### src/rtl/pc_redirect_ctrl_pkg.sv
// Shared fetch-side types: PC width, controller state encoding and next-PC source selection.
package fetch_pkg;

    localparam int PC_W = 16;

    typedef enum logic [1:0] {
        IDLE    = 2'd0,
        PRED    = 2'd1,
        RECOVER = 2'd2
    } state_e;

    typedef enum logic [2:0] {
        SEQ      = 3'd0,
        PRED_TGT = 3'd1,
        FALLTHRU = 3'd2,
        RESOLVED = 3'd3,
        HOLD     = 3'd4
    } npc_src_e;

    // Resolved target beats fall-through, which beats a fresh prediction; stall only holds.
    function automatic npc_src_e select_npc_src(input logic adr_miss, input logic pred_miss,
                                                input logic accept, input logic stall);
        if (adr_miss)       return RESOLVED;
        else if (pred_miss) return FALLTHRU;
        else if (accept)    return PRED_TGT;
        else if (stall)     return HOLD;
        else                return SEQ;
    endfunction

endpackage

### src/rtl/pc_redirect_ctrl_if.sv
// Fetch redirect bus: predictor/pipeline inputs towards the PC controller and its outputs.
interface pc_redirect_ctrl_if
    import fetch_pkg::*;
();
    logic            stall;
    logic            jump_pred;
    logic [PC_W-1:0] jump_pred_adr;
    logic            jump_pred_miss;
    logic            jump_pred_adr_miss;
    logic [PC_W-1:0] pcinc_evac;
    logic [PC_W-1:0] ALUres_mem;
    logic [PC_W-1:0] pc;
    logic [PC_W-1:0] pcinc;
    logic            redirect;
    logic            flush_if;
    logic            flush_id;
    logic            pred_active;
    logic [PC_W-1:0] hit_cnt;
    logic [PC_W-1:0] miss_cnt;

    modport master (
        output stall, jump_pred, jump_pred_adr, jump_pred_miss, jump_pred_adr_miss,
               pcinc_evac, ALUres_mem,
        input  pc, pcinc, redirect, flush_if, flush_id, pred_active, hit_cnt, miss_cnt
    );

    modport slave (
        input  stall, jump_pred, jump_pred_adr, jump_pred_miss, jump_pred_adr_miss,
               pcinc_evac, ALUres_mem,
        output pc, pcinc, redirect, flush_if, flush_id, pred_active, hit_cnt, miss_cnt
    );
endinterface

### src/rtl/pc_redirect_ctrl_sat_counter.sv
// Unsigned up-counter that sticks at all-ones instead of wrapping.
module sat_counter #(
    parameter int WIDTH = 16
) (
    input  logic             clk,
    input  logic             reset,
    input  logic             i_inc,
    input  logic             i_clr,
    output logic [WIDTH-1:0] o_value
);
    logic [WIDTH-1:0] r_value;

    always_ff @(posedge clk or posedge reset) begin
        if (reset) begin
            r_value <= '0;
        end else if (i_clr) begin
            r_value <= '0;
        end else if (i_inc && (r_value != {WIDTH{1'b1}})) begin
            r_value <= r_value + 1'b1;
        end
    end

    assign o_value = r_value;
endmodule

### src/rtl/pc_redirect_ctrl.sv
// Program counter owner: picks the next fetch address, tracks in-flight predictions,
// drives IF/ID flushes and keeps hit/miss statistics for the jump predictor.
module pc_redirect_ctrl
    import fetch_pkg::*;
#(
    parameter logic [PC_W-1:0] RESET_PC       = 16'h0000,
    parameter int              PRED_DEPTH     = 2,
    parameter int              RECOVER_CYCLES = 1
) (
    input logic              clk,
    input logic              reset,
    pc_redirect_ctrl_if.slave bus
);
    localparam logic [1:0] S_IDLE    = IDLE;
    localparam logic [1:0] S_PRED    = PRED;
    localparam logic [1:0] S_RECOVER = RECOVER;

    localparam int CNT_MAX = (PRED_DEPTH > RECOVER_CYCLES) ? PRED_DEPTH : RECOVER_CYCLES;
    localparam int CNT_W   = (CNT_MAX > 1) ? $clog2(CNT_MAX) : 1;
    localparam logic [CNT_W-1:0] PRED_LAST = CNT_W'(PRED_DEPTH - 1);
    localparam logic [CNT_W-1:0] REC_LAST  = CNT_W'(RECOVER_CYCLES - 1);

    logic [PC_W-1:0]  r_pc;
    logic [1:0]       r_state;
    logic [CNT_W-1:0] r_cnt;

    logic             w_miss;
    logic             w_accept;
    npc_src_e         w_src;
    logic [PC_W-1:0]  w_pc_next;
    logic [PC_W-1:0]  w_pcinc;
    logic [1:0]       w_state_next;
    logic [CNT_W-1:0] w_cnt_next;
    logic             w_hit_inc;
    logic             w_in_recover;

    assign w_miss       = bus.jump_pred_miss | bus.jump_pred_adr_miss;
    assign w_accept     = (r_state == S_IDLE) & bus.jump_pred & ~bus.stall & ~w_miss;
    assign w_src        = select_npc_src(bus.jump_pred_adr_miss, bus.jump_pred_miss,
                                         w_accept, bus.stall);
    assign w_pcinc      = r_pc + 1'b1;
    assign w_in_recover = (r_state == S_RECOVER);

    always_comb begin
        w_pc_next = w_pcinc;
        case (w_src)
            RESOLVED: w_pc_next = bus.ALUres_mem;
            FALLTHRU: w_pc_next = bus.pcinc_evac;
            PRED_TGT: w_pc_next = bus.jump_pred_adr;
            HOLD:     w_pc_next = r_pc;
            default:  w_pc_next = w_pcinc;
        endcase
    end

    // r_cnt is shared: it counts resolution cycles in PRED and window cycles in RECOVER.
    always_comb begin
        w_state_next = r_state;
        w_cnt_next   = r_cnt;
        w_hit_inc    = 1'b0;
        if (w_miss) begin
            w_state_next = S_RECOVER;
            w_cnt_next   = '0;
        end else begin
            case (r_state)
                S_IDLE: begin
                    if (w_accept) begin
                        w_state_next = S_PRED;
                        w_cnt_next   = '0;
                    end
                end
                S_PRED: begin
                    if (!bus.stall) begin
                        if (r_cnt == PRED_LAST) begin
                            w_state_next = S_IDLE;
                            w_cnt_next   = '0;
                            w_hit_inc    = 1'b1;
                        end else begin
                            w_cnt_next = r_cnt + 1'b1;
                        end
                    end
                end
                S_RECOVER: begin
                    if (r_cnt == REC_LAST) begin
                        w_state_next = S_IDLE;
                        w_cnt_next   = '0;
                    end else begin
                        w_cnt_next = r_cnt + 1'b1;
                    end
                end
                default: begin
                    w_state_next = S_IDLE;
                    w_cnt_next   = '0;
                end
            endcase
        end
    end

    always_ff @(posedge clk or posedge reset) begin
        if (reset) begin
            r_pc    <= RESET_PC;
            r_state <= S_IDLE;
            r_cnt   <= '0;
        end else begin
            r_pc    <= w_pc_next;
            r_state <= w_state_next;
            r_cnt   <= w_cnt_next;
        end
    end

    sat_counter #(.WIDTH(PC_W)) u_hit_cnt (
        .clk     (clk),
        .reset   (reset),
        .i_inc   (w_hit_inc),
        .i_clr   (1'b0),
        .o_value (bus.hit_cnt)
    );

    sat_counter #(.WIDTH(PC_W)) u_miss_cnt (
        .clk     (clk),
        .reset   (reset),
        .i_inc   (w_miss),
        .i_clr   (1'b0),
        .o_value (bus.miss_cnt)
    );

    assign bus.pc          = r_pc;
    assign bus.pcinc       = w_pcinc;
    assign bus.redirect    = (w_src == RESOLVED) | (w_src == FALLTHRU) | (w_src == PRED_TGT);
    assign bus.flush_if    = bus.redirect | w_in_recover;
    assign bus.flush_id    = w_in_recover | w_miss;
    assign bus.pred_active = (r_state == S_PRED);
endmodule

### src/flat_wrapper.sv
// flat-port wrapper written by rule: the top's interface ports become plain ports
module pc_redirect_ctrl_flat import fetch_pkg::*;
#(
    parameter logic [PC_W-1:0] RESET_PC       = 16'h0000,
    parameter int              PRED_DEPTH     = 2,
    parameter int              RECOVER_CYCLES = 1
)
  (clk, reset, bus_stall, bus_jump_pred, bus_jump_pred_adr, bus_jump_pred_miss, bus_jump_pred_adr_miss, bus_pcinc_evac, bus_ALUres_mem, bus_pc, bus_pcinc, bus_redirect, bus_flush_if, bus_flush_id, bus_pred_active, bus_hit_cnt, bus_miss_cnt);
  pc_redirect_ctrl_if bus_i ();
  input logic clk;
  input logic reset;
  input wire logic [$bits(bus_i.stall)-1:0] bus_stall;
  input wire logic [$bits(bus_i.jump_pred)-1:0] bus_jump_pred;
  input wire logic [$bits(bus_i.jump_pred_adr)-1:0] bus_jump_pred_adr;
  input wire logic [$bits(bus_i.jump_pred_miss)-1:0] bus_jump_pred_miss;
  input wire logic [$bits(bus_i.jump_pred_adr_miss)-1:0] bus_jump_pred_adr_miss;
  input wire logic [$bits(bus_i.pcinc_evac)-1:0] bus_pcinc_evac;
  input wire logic [$bits(bus_i.ALUres_mem)-1:0] bus_ALUres_mem;
  output wire logic [$bits(bus_i.pc)-1:0] bus_pc;
  output wire logic [$bits(bus_i.pcinc)-1:0] bus_pcinc;
  output wire logic [$bits(bus_i.redirect)-1:0] bus_redirect;
  output wire logic [$bits(bus_i.flush_if)-1:0] bus_flush_if;
  output wire logic [$bits(bus_i.flush_id)-1:0] bus_flush_id;
  output wire logic [$bits(bus_i.pred_active)-1:0] bus_pred_active;
  output wire logic [$bits(bus_i.hit_cnt)-1:0] bus_hit_cnt;
  output wire logic [$bits(bus_i.miss_cnt)-1:0] bus_miss_cnt;
  assign bus_i.stall = bus_stall;
  assign bus_i.jump_pred = bus_jump_pred;
  assign bus_i.jump_pred_adr = bus_jump_pred_adr;
  assign bus_i.jump_pred_miss = bus_jump_pred_miss;
  assign bus_i.jump_pred_adr_miss = bus_jump_pred_adr_miss;
  assign bus_i.pcinc_evac = bus_pcinc_evac;
  assign bus_i.ALUres_mem = bus_ALUres_mem;
  assign bus_pc = bus_i.pc;
  assign bus_pcinc = bus_i.pcinc;
  assign bus_redirect = bus_i.redirect;
  assign bus_flush_if = bus_i.flush_if;
  assign bus_flush_id = bus_i.flush_id;
  assign bus_pred_active = bus_i.pred_active;
  assign bus_hit_cnt = bus_i.hit_cnt;
  assign bus_miss_cnt = bus_i.miss_cnt;
  pc_redirect_ctrl #(.RESET_PC(RESET_PC), .PRED_DEPTH(PRED_DEPTH), .RECOVER_CYCLES(RECOVER_CYCLES)) u_core (.clk(clk), .reset(reset), .bus(bus_i));
endmodule
### config.mk
export PLATFORM = sky130hd
export DESIGN_NAME = pc_redirect_ctrl_flat
export DESIGN_NICKNAME = d
export VERILOG_FILES = /design/src/rtl/pc_redirect_ctrl_pkg.sv /design/src/rtl/pc_redirect_ctrl_if.sv /design/src/rtl/pc_redirect_ctrl_sat_counter.sv /design/src/rtl/pc_redirect_ctrl.sv /design/src/flat_wrapper.sv
export SDC_FILE = /design/constraint.sdc
export NUM_CORES = 1
export LEC_CHECK = 0
export CORE_MARGIN = 2
export CORE_UTILIZATION = 46
export DETAILED_ROUTE_END_ITERATION = 8
export PLACE_DENSITY = 0.88
export REMOVE_ABC_BUFFERS = 1
export SYNTH_ARGS = -nofsm -noshare
export SYNTH_HDL_FRONTEND = slang
export SYNTH_HIERARCHICAL = 1
export SYNTH_SLANG_ARGS = --single-unit
### constraint.sdc
create_clock -name clk -period 3.1 [get_ports clk]
set_clock_uncertainty 0.1 [all_clocks]
set_input_delay 0.62 -clock clk [delete_from_list [all_inputs] [get_ports clk]]
set_output_delay 0.62 -clock clk [all_outputs]
set_load 0.02 [all_outputs]
==> out/results.ini, run 1 <==
[setup_path]
reg2reg_depth = 7
cp.arrival_ns = 2.31
critical_path_required_ns = 2.38
r2r-start = u_core/r_state[0]
start_kind = input pin
critPathMaxFanout = 4
cp-end-kind = primary output
crit_type = input pin to primary output
r2r-end = u_core/u_hit_cnt/o_value[13]
r2r_slack_ns = 0.64

[detailed_routing]
wl_per_cell_um = 17.7
drc = 0
drt-total-wl_um = 11500
drt_iter0_markers = 291
drt_first_pass_iters = 5
postRouteAntennaNets = 0
viasPerCell = 6.07
vias = 3949

[placed_design]
globalplace.congestion = 0.872
dpl.cell_count = 639
dp_hpwl_um = 8330
dp_worst_setup_slack_ns = 0.0804
portBuffers = 121

[logic_synthesis]
synth_top_area_share_pct = 35.8
synth_cell_types = 57
synth-edff-count = 0
yosysWarnings = 6
syn_area_mm2 = 0.00357
postSynthAreaPerCell_um2 = 8.51
synth-main-ff-cell = dfrtp_1
syn-instance-count = 419
synth-seq-cells = 51
synth.area.top_cells = dfrtp_1 36%, a21oi_1 5.2%, nand2_1 3.7%
ys_async_sr_fraction_pct = 100
ys_seq_area_share_pct = 35.8
synth_area_leader_cell = dfrtp_1

[cells_and_area]
fillCellCount = 611
area_growth_pct = 43.9
register_area_mm2 = 0.00128
drive_gt1_share_pct = 10.6
layout.cells.non_filler = 651
num_antenna_cells = 0
nNetsFinal = 606
multi_input_area_mm2 = 0.00215
fin_util_pct = 67.5

[cts]
numCtsBuffers = 5
tritoncts = yes
cts_root_buffer = clkbuf_8
h-tree-depth = 2
cts_buffer_depth = 2
cts_sinks = 51
holdBufCountCts = 0
worstSkewPairLatency_ns = 0.30
clkTransAtPathRegs_ns = 0.09

[worst_hold_path]
holdCritPathClass = flip-flop to flip-flop
holdPathStages = 1
worstHoldEndpoint = u_core/r_state[0]
hp-start = u_core/r_cnt

[die]
io_pins = 122
fp.dieH_um = 92.1
start_util_pct = 46.9
core_region_area_mm2 = 0.00761
rows = 32
die_area_mm2 = 0.00848
die_w_um = 92.1

[flow_run]
drv_cap = 0

[status]
status = finished clean

[timing]
setup_viol = 0
drv_slew = 0
fin_crit_sh_pct = 97.7
holdWs_ns = 0.441
setup_ws_ns = 0.0704
period_needed_ns = 3.03
tightestPinTransition_ns = 0.821
fmax_mhz = 330
timing.final.hold_violations = 0
slew_headroom_pct = 45.2

[global_route]
track_usage_pct = 26.5
grt_pass1_wl_um = 18200
grt_pass1_vias = 3783
antenna_found_initial = 0
grt_max_degree = 32
grt-ovfl-total = 0

[power_and_ir_drop]
p_leak_nw = 1.99
p_comb_share_pct = 30.1
power_frac_seq_pct = 43.5
power_density_mw_per_mm2 = 338
internal_power_w = 0.00119
sw_frac_of_total_pct = 31.8
p_clk_share_pct = 26.4
ir_drop_uv = 265
switchingPower_w = 0.000552

==> registers in the layout, summed over array words and instances (netlist names) <==
name / count
u_core/u_miss_cnt/o_value: 16
u_core/u_hit_cnt/o_value: 16
u_core/r_cnt: 1
u_core/r_state: 2
u_core/bus.pc: 16
==> cell families after synthesis <==
kind of cell / share of synthesized area, %
adders and majority gates: 1.05
muxes: 4.07
and+or+nand+nor: 30.3
other: 0.105
AOI/OAI and AO/OA: 20.0
xor gates and xnor gates: 3.19
buffers and inverters: 5.54
DFF: 35.8
==> synthesized netlist by cell type (all sizes together), types with 2 or more instances <==
| master | instances |
|---|---|
| a22oi | 3 |
| a222oi | 2 |
| and3 | 4 |
| nor4 | 12 |
| mux2i | 10 |
| a221oi | 10 |
| a21oi | 37 |
| nand3b | 4 |
| o31ai | 10 |
| nor2b | 11 |
| xnor2 | 6 |
| and2 | 3 |
| a311oi | 2 |
| ha | 3 |
| o41ai | 6 |
| a31oi | 4 |
| buf | 11 |
| dlygate4sd1 | 2 |
| and4 | 3 |
| nand3 | 19 |
| inv | 16 |
| o21ai | 26 |
| dfrtp | 51 |
| nor2 | 21 |
| nand2 | 35 |
| nor3 | 18 |
| clkbuf | 12 |
| xor2 | 7 |
| nand2b | 6 |
| a21o | 3 |
| mux2 | 4 |
| or4 | 16 |
| or3 | 15 |
| a2111oi | 3 |
| nand4 | 14 |
==> worst max-delay path by stage <==
stage | startpoint | endpoint | slack, ns | depth (start not counted)
floorplan | bus_jump_pred_adr_miss | u_core/u_hit_cnt/o_value[13] | -0.01 | 7
global placement | bus_stall | bus_redirect | 0.09 | 6
detailed placement | bus_jump_pred_miss | u_core/u_hit_cnt/o_value[12] | 0.08 | 9
CTS | u_core/bus.pc[4] | bus_pcinc[11] | 0.04 | 5
global route | u_core/bus.pc[4] | bus_pcinc[9] | -0.02 | 5
finish | bus_stall | bus_redirect | 0.07 | 6
==> cell type report <==
class / count / share of cell area (%)
clock buffers: 5 / 1.34
clock inverters: 2 / 0.731
inverters: 16 / 1.17
multi-input cells: 328 / 42.0
flip-flops and latches: 51 / 24.9
well taps: 102 / 2.49
repair buffers: 147 / 27.4
==> through the flow <==
| stage | cell area, um2 | power (W) | setup TNS, ns |
|---|---|---|---|
| after floorplan | 3430 | 0.000991 | -0.0127 |
| after global routing | 5130 | 0.00183 | -0.0165 |
| after CTS | 5060 | 0.00173 | 0 |
| after detailed placement | 4930 | 0.00127 | 0 |
| final | 5130 | 0.00174 | 0 |
| after global placement | 4930 | 0.00126 | 0 |
==> cells in the final DEF, fill, tap and decap left out, types with 11 or more instances in the layout <==
cell type and count:
dfrtp_1 50, o21ai_0 24, clkdlybuf4s50_1 114, nand2_1 34
inv_1 16, a21oi_1 37, or4_1 12, nor2b_1 11
nand4_1 11, nor3_1 16, nor2_1 19, or3_1 13
buf_4 26, nand3_1 17
==> power groups by stage <==
stage	Clock (W)	Sequential [W]	Combinational, W
final	0.000459	0.000756	0.000523
after global routing	0.000508	0.000762	0.000556
after CTS	0.000471	0.000751	0.000510
after detailed placement	0	0.000761	0.000507
after global placement	0	0.000759	0.000497
after floorplan	0	0.000792	0.000199
==> metal layers <==
layer	vias to the layer above	GRT usage [%]	wire length, um
li1	1849	-	-
met1	1886	33.8	4580
met2	181	45.6	5790
met3	33	4.44	784
met4	0	8.83	359
met5	-	0	0
==> worst max-delay path, stage by stage <==
cell,delay [ns]
clkdlybuf4s50_1,0.48
buf_4,0.19
nor4b_4,0.24
nor2_2,0.07
inv_1,0.10
clkdlybuf4s50_1,0.61
==> repair_timing <==
| item | 4_1_cts | 5_1_grt |
|---|---|---|
| gates cloned | 0 | 0 |
| gates resized for setup | 9 | 9 |
| buffers inserted | 0 | 5 |
| pin swaps | 1 | 1 |
| setup endpoints to repair | 6 | 6 |
Power figures use the tool's default switching activity.
==> inputs of run 2 (changes only) <==
--- a/config.mk
+++ b/config.mk
@@ -8,7 +8,7 @@
 export CORE_MARGIN = 2
 export CORE_UTILIZATION = 46
 export DETAILED_ROUTE_END_ITERATION = 8
-export PLACE_DENSITY = 0.88
+export PLACE_DENSITY = 0.81
 export REMOVE_ABC_BUFFERS = 1
 export SYNTH_ARGS = -nofsm -noshare
 export SYNTH_HDL_FRONTEND = slang
==> out/results.ini, run 2 (synthesis gave the netlist of run 1 again) <==
[cts]
clkTransAtPathRegs_ns = 0.09  ; about the same
worstSkewPairLatency_ns = 0.30  ; about the same
cts_sinks = 51  ; unchanged
cts_buffer_depth = 2  ; unchanged
cts_root_buffer = clkbuf_8
numCtsBuffers = 5  ; unchanged
tritoncts = yes
h-tree-depth = 2  ; unchanged

[cells_and_area]
fin_util_pct = 67.5  ; about the same
final_area_mm2 = 0.00514  ; about the same
final_cell_mix = 117 x clkdlybuf4s50_1, 47 x dfrtp_1, 37 x a21oi_1, 34 x nand2_1, 26 x buf_4
layout.cells.non_filler = 653  ; +0.31%
nNetsFinal = 607  ; +0.17%
drive_gt1_share_pct = 11.3  ; +0.69 points
area_growth_pct = 44.0  ; about the same
num_antenna_cells = 0  ; unchanged
final_common_cell = clkdlybuf4s50_1

[placed_design]
dpl.cell_count = 640  ; +0.16%
globalplace.congestion = 0.883  ; +1.3%
place_area_mm2 = 0.00494  ; +0.15%
portBuffers = 121  ; unchanged
dp_hpwl_um = 8210  ; -1.4%

[timing]
timing.final.hold_violations = 0  ; unchanged
fmax_mhz = 329  ; -0.30%
rsz0062_at_grt = no
drv_slew = 0  ; unchanged
period_needed_ns = 3.04  ; +0.00922 ns
setup_viol = 0  ; unchanged
fin_crit_sh_pct = 98.0  ; +0.30 points
slew_headroom_pct = 42.4  ; -2.9 points
tightestPinTransition_ns = 0.863  ; +0.0429 ns

[die]
die_area_mm2 = 0.00848  ; unchanged
start_util_pct = 46.9  ; unchanged
io_pins = 122  ; unchanged
core_region_area_mm2 = 0.00761  ; unchanged
rows = 32  ; unchanged
die_w_um = 92.1  ; unchanged
fp.dieH_um = 92.1  ; unchanged

[setup_path]
critPathMaxFanout = 5  ; +1
crit_type = input pin to primary output
critical_path_required_ns = 2.38  ; about the same
cp.arrival_ns = 2.32  ; about the same
slowest_delay_ns = 0.62  ; about the same
crit_path_top_delay_cell = clkdlybuf4s50_1
cp_num_buf_inv = 4  ; unchanged
cp-end-kind = primary output
start_kind = input pin
crit_top_cell = clkdlybuf4s50_1
crit_family = buffers and inverters
path_cells = clkdlybuf4s50_1, buf_4, nor4b_4, nor2_2, inv_1, clkdlybuf4s50_1

[global_route]
met2_usage_pct = 45.3  ; -0.31 points
track_usage_pct = 26.7  ; +0.18 points
busiest_layer = met2
met1_usage_pct = 35.7  ; +1.8 points
grt-ovfl-total = 0  ; unchanged
antenna_found_initial = 0  ; unchanged
use_met3_pct = 4.03  ; -0.41 points
grt_pass1_wl_um = 18600  ; +2.2%
grt_max_degree = 32  ; unchanged
grt_pass1_vias = 3760  ; -0.61%

[detailed_routing]
drc = 0  ; unchanged
viasPerCell = 5.99  ; -1.3%
vias = 3909  ; -1.0%
drt_iter0_markers = 255  ; -12%
drt-total-wl_um = 11400  ; -0.71%
wl_per_cell_um = 17.5  ; -1.0%
postRouteAntennaNets = 0  ; unchanged
drt_first_pass_iters = 6  ; +1

[power_and_ir_drop]
p_leak_nw = 1.99  ; about the same
ir_drop_uv = 266  ; +0.59%
power_density_mw_per_mm2 = 325  ; -3.9%

[flow_run]
drv_cap = 0  ; unchanged

[worst_hold_path]
holdCritPathClass = flip-flop to flip-flop

[status]
status = finished clean

[run 2: report_power, final]
group	switching (W)	internal [W]	total, W
Clock	0.000224	0.000158	0.000383
Combinational	0.000270	0.000258	0.000528
Sequential	0.0000609	0.000697	0.000758
Total	0.000555	0.00111	0.00167
[run 2: final cells by class]
class,instances,area (um2)
Sequential cell,51,1280
Clock buffer,6,72.6
Tap cell,102,128
Clock inverter,2,12.5
Timing Repair Buffer,147,1420
Inverter,16,60.1
Multi-Input combinational cell,329,2170
Fill cell,622,2470
[run 2: timing repair]
| action | 4_1_cts | 5_1_grt |
|---|---|---|
| resized for setup | 8 | 9 |
| buffers inserted | 0 | 4 |
| pin swaps | 0 | 3 |
| cloned | 0 | 1 |
| endpoints found under the setup margin | 7 | 6 |
| hold buffers | 0 | 0 |
[run 2: final timing paths]
kind,start,endpoint,slack [ns],cells after the start
max,bus_stall,bus_redirect,0.06,6
min,u_core/r_cnt,u_core/r_state[0],0.45,1
max reg2reg,u_core/r_state[0],u_core/u_hit_cnt/o_value[12],0.67,8
min reg2reg,u_core/r_cnt,u_core/r_state[0],0.45,1
max in group asynchronous,reset,u_core/bus.pc[4],1.54,2
min in group asynchronous,reset,u_core/u_hit_cnt/o_value[4],0.67,2
[run 2: through the flow]
step	setup TNS, ns	hold slack, ns	worst slack, ns	total power (W)
2_1_floorplan	-0.0127	0.369	-0.0127	0.000991
3_5_place_dp	0	0.418	0.0749	0.00127
3_3_place_gp	0	0.401	0.103	0.00126
4_1_cts	0	0.429	0.0335	0.00167
5_1_grt	0	0.456	0.00317	0.00175
6_report	0	0.447	0.0612	0.00167
[run 2: worst register-to-register path, stage by stage, from the launching register on]
cell and delay (ns):
dfrtp_1 0.50, nor2b_1 0.25, nand2_1 0.07, nor3_1 0.25, buf_4 0.21, nand3_1 0.07
or4_1 0.41, or3_1 0.32, a21oi_1 0.17
[run 2: per-layer routing]
| metal | vias to the layer above | part of all wire (%) |
|---|---|---|
| met3 | 18 | 5.4 |
| met1 | 1900 | 43 |
| met5 | - | 0 |
| met2 | 136 | 50 |
| met4 | 0 | 1.8 |
| li1 | 1855 | - |
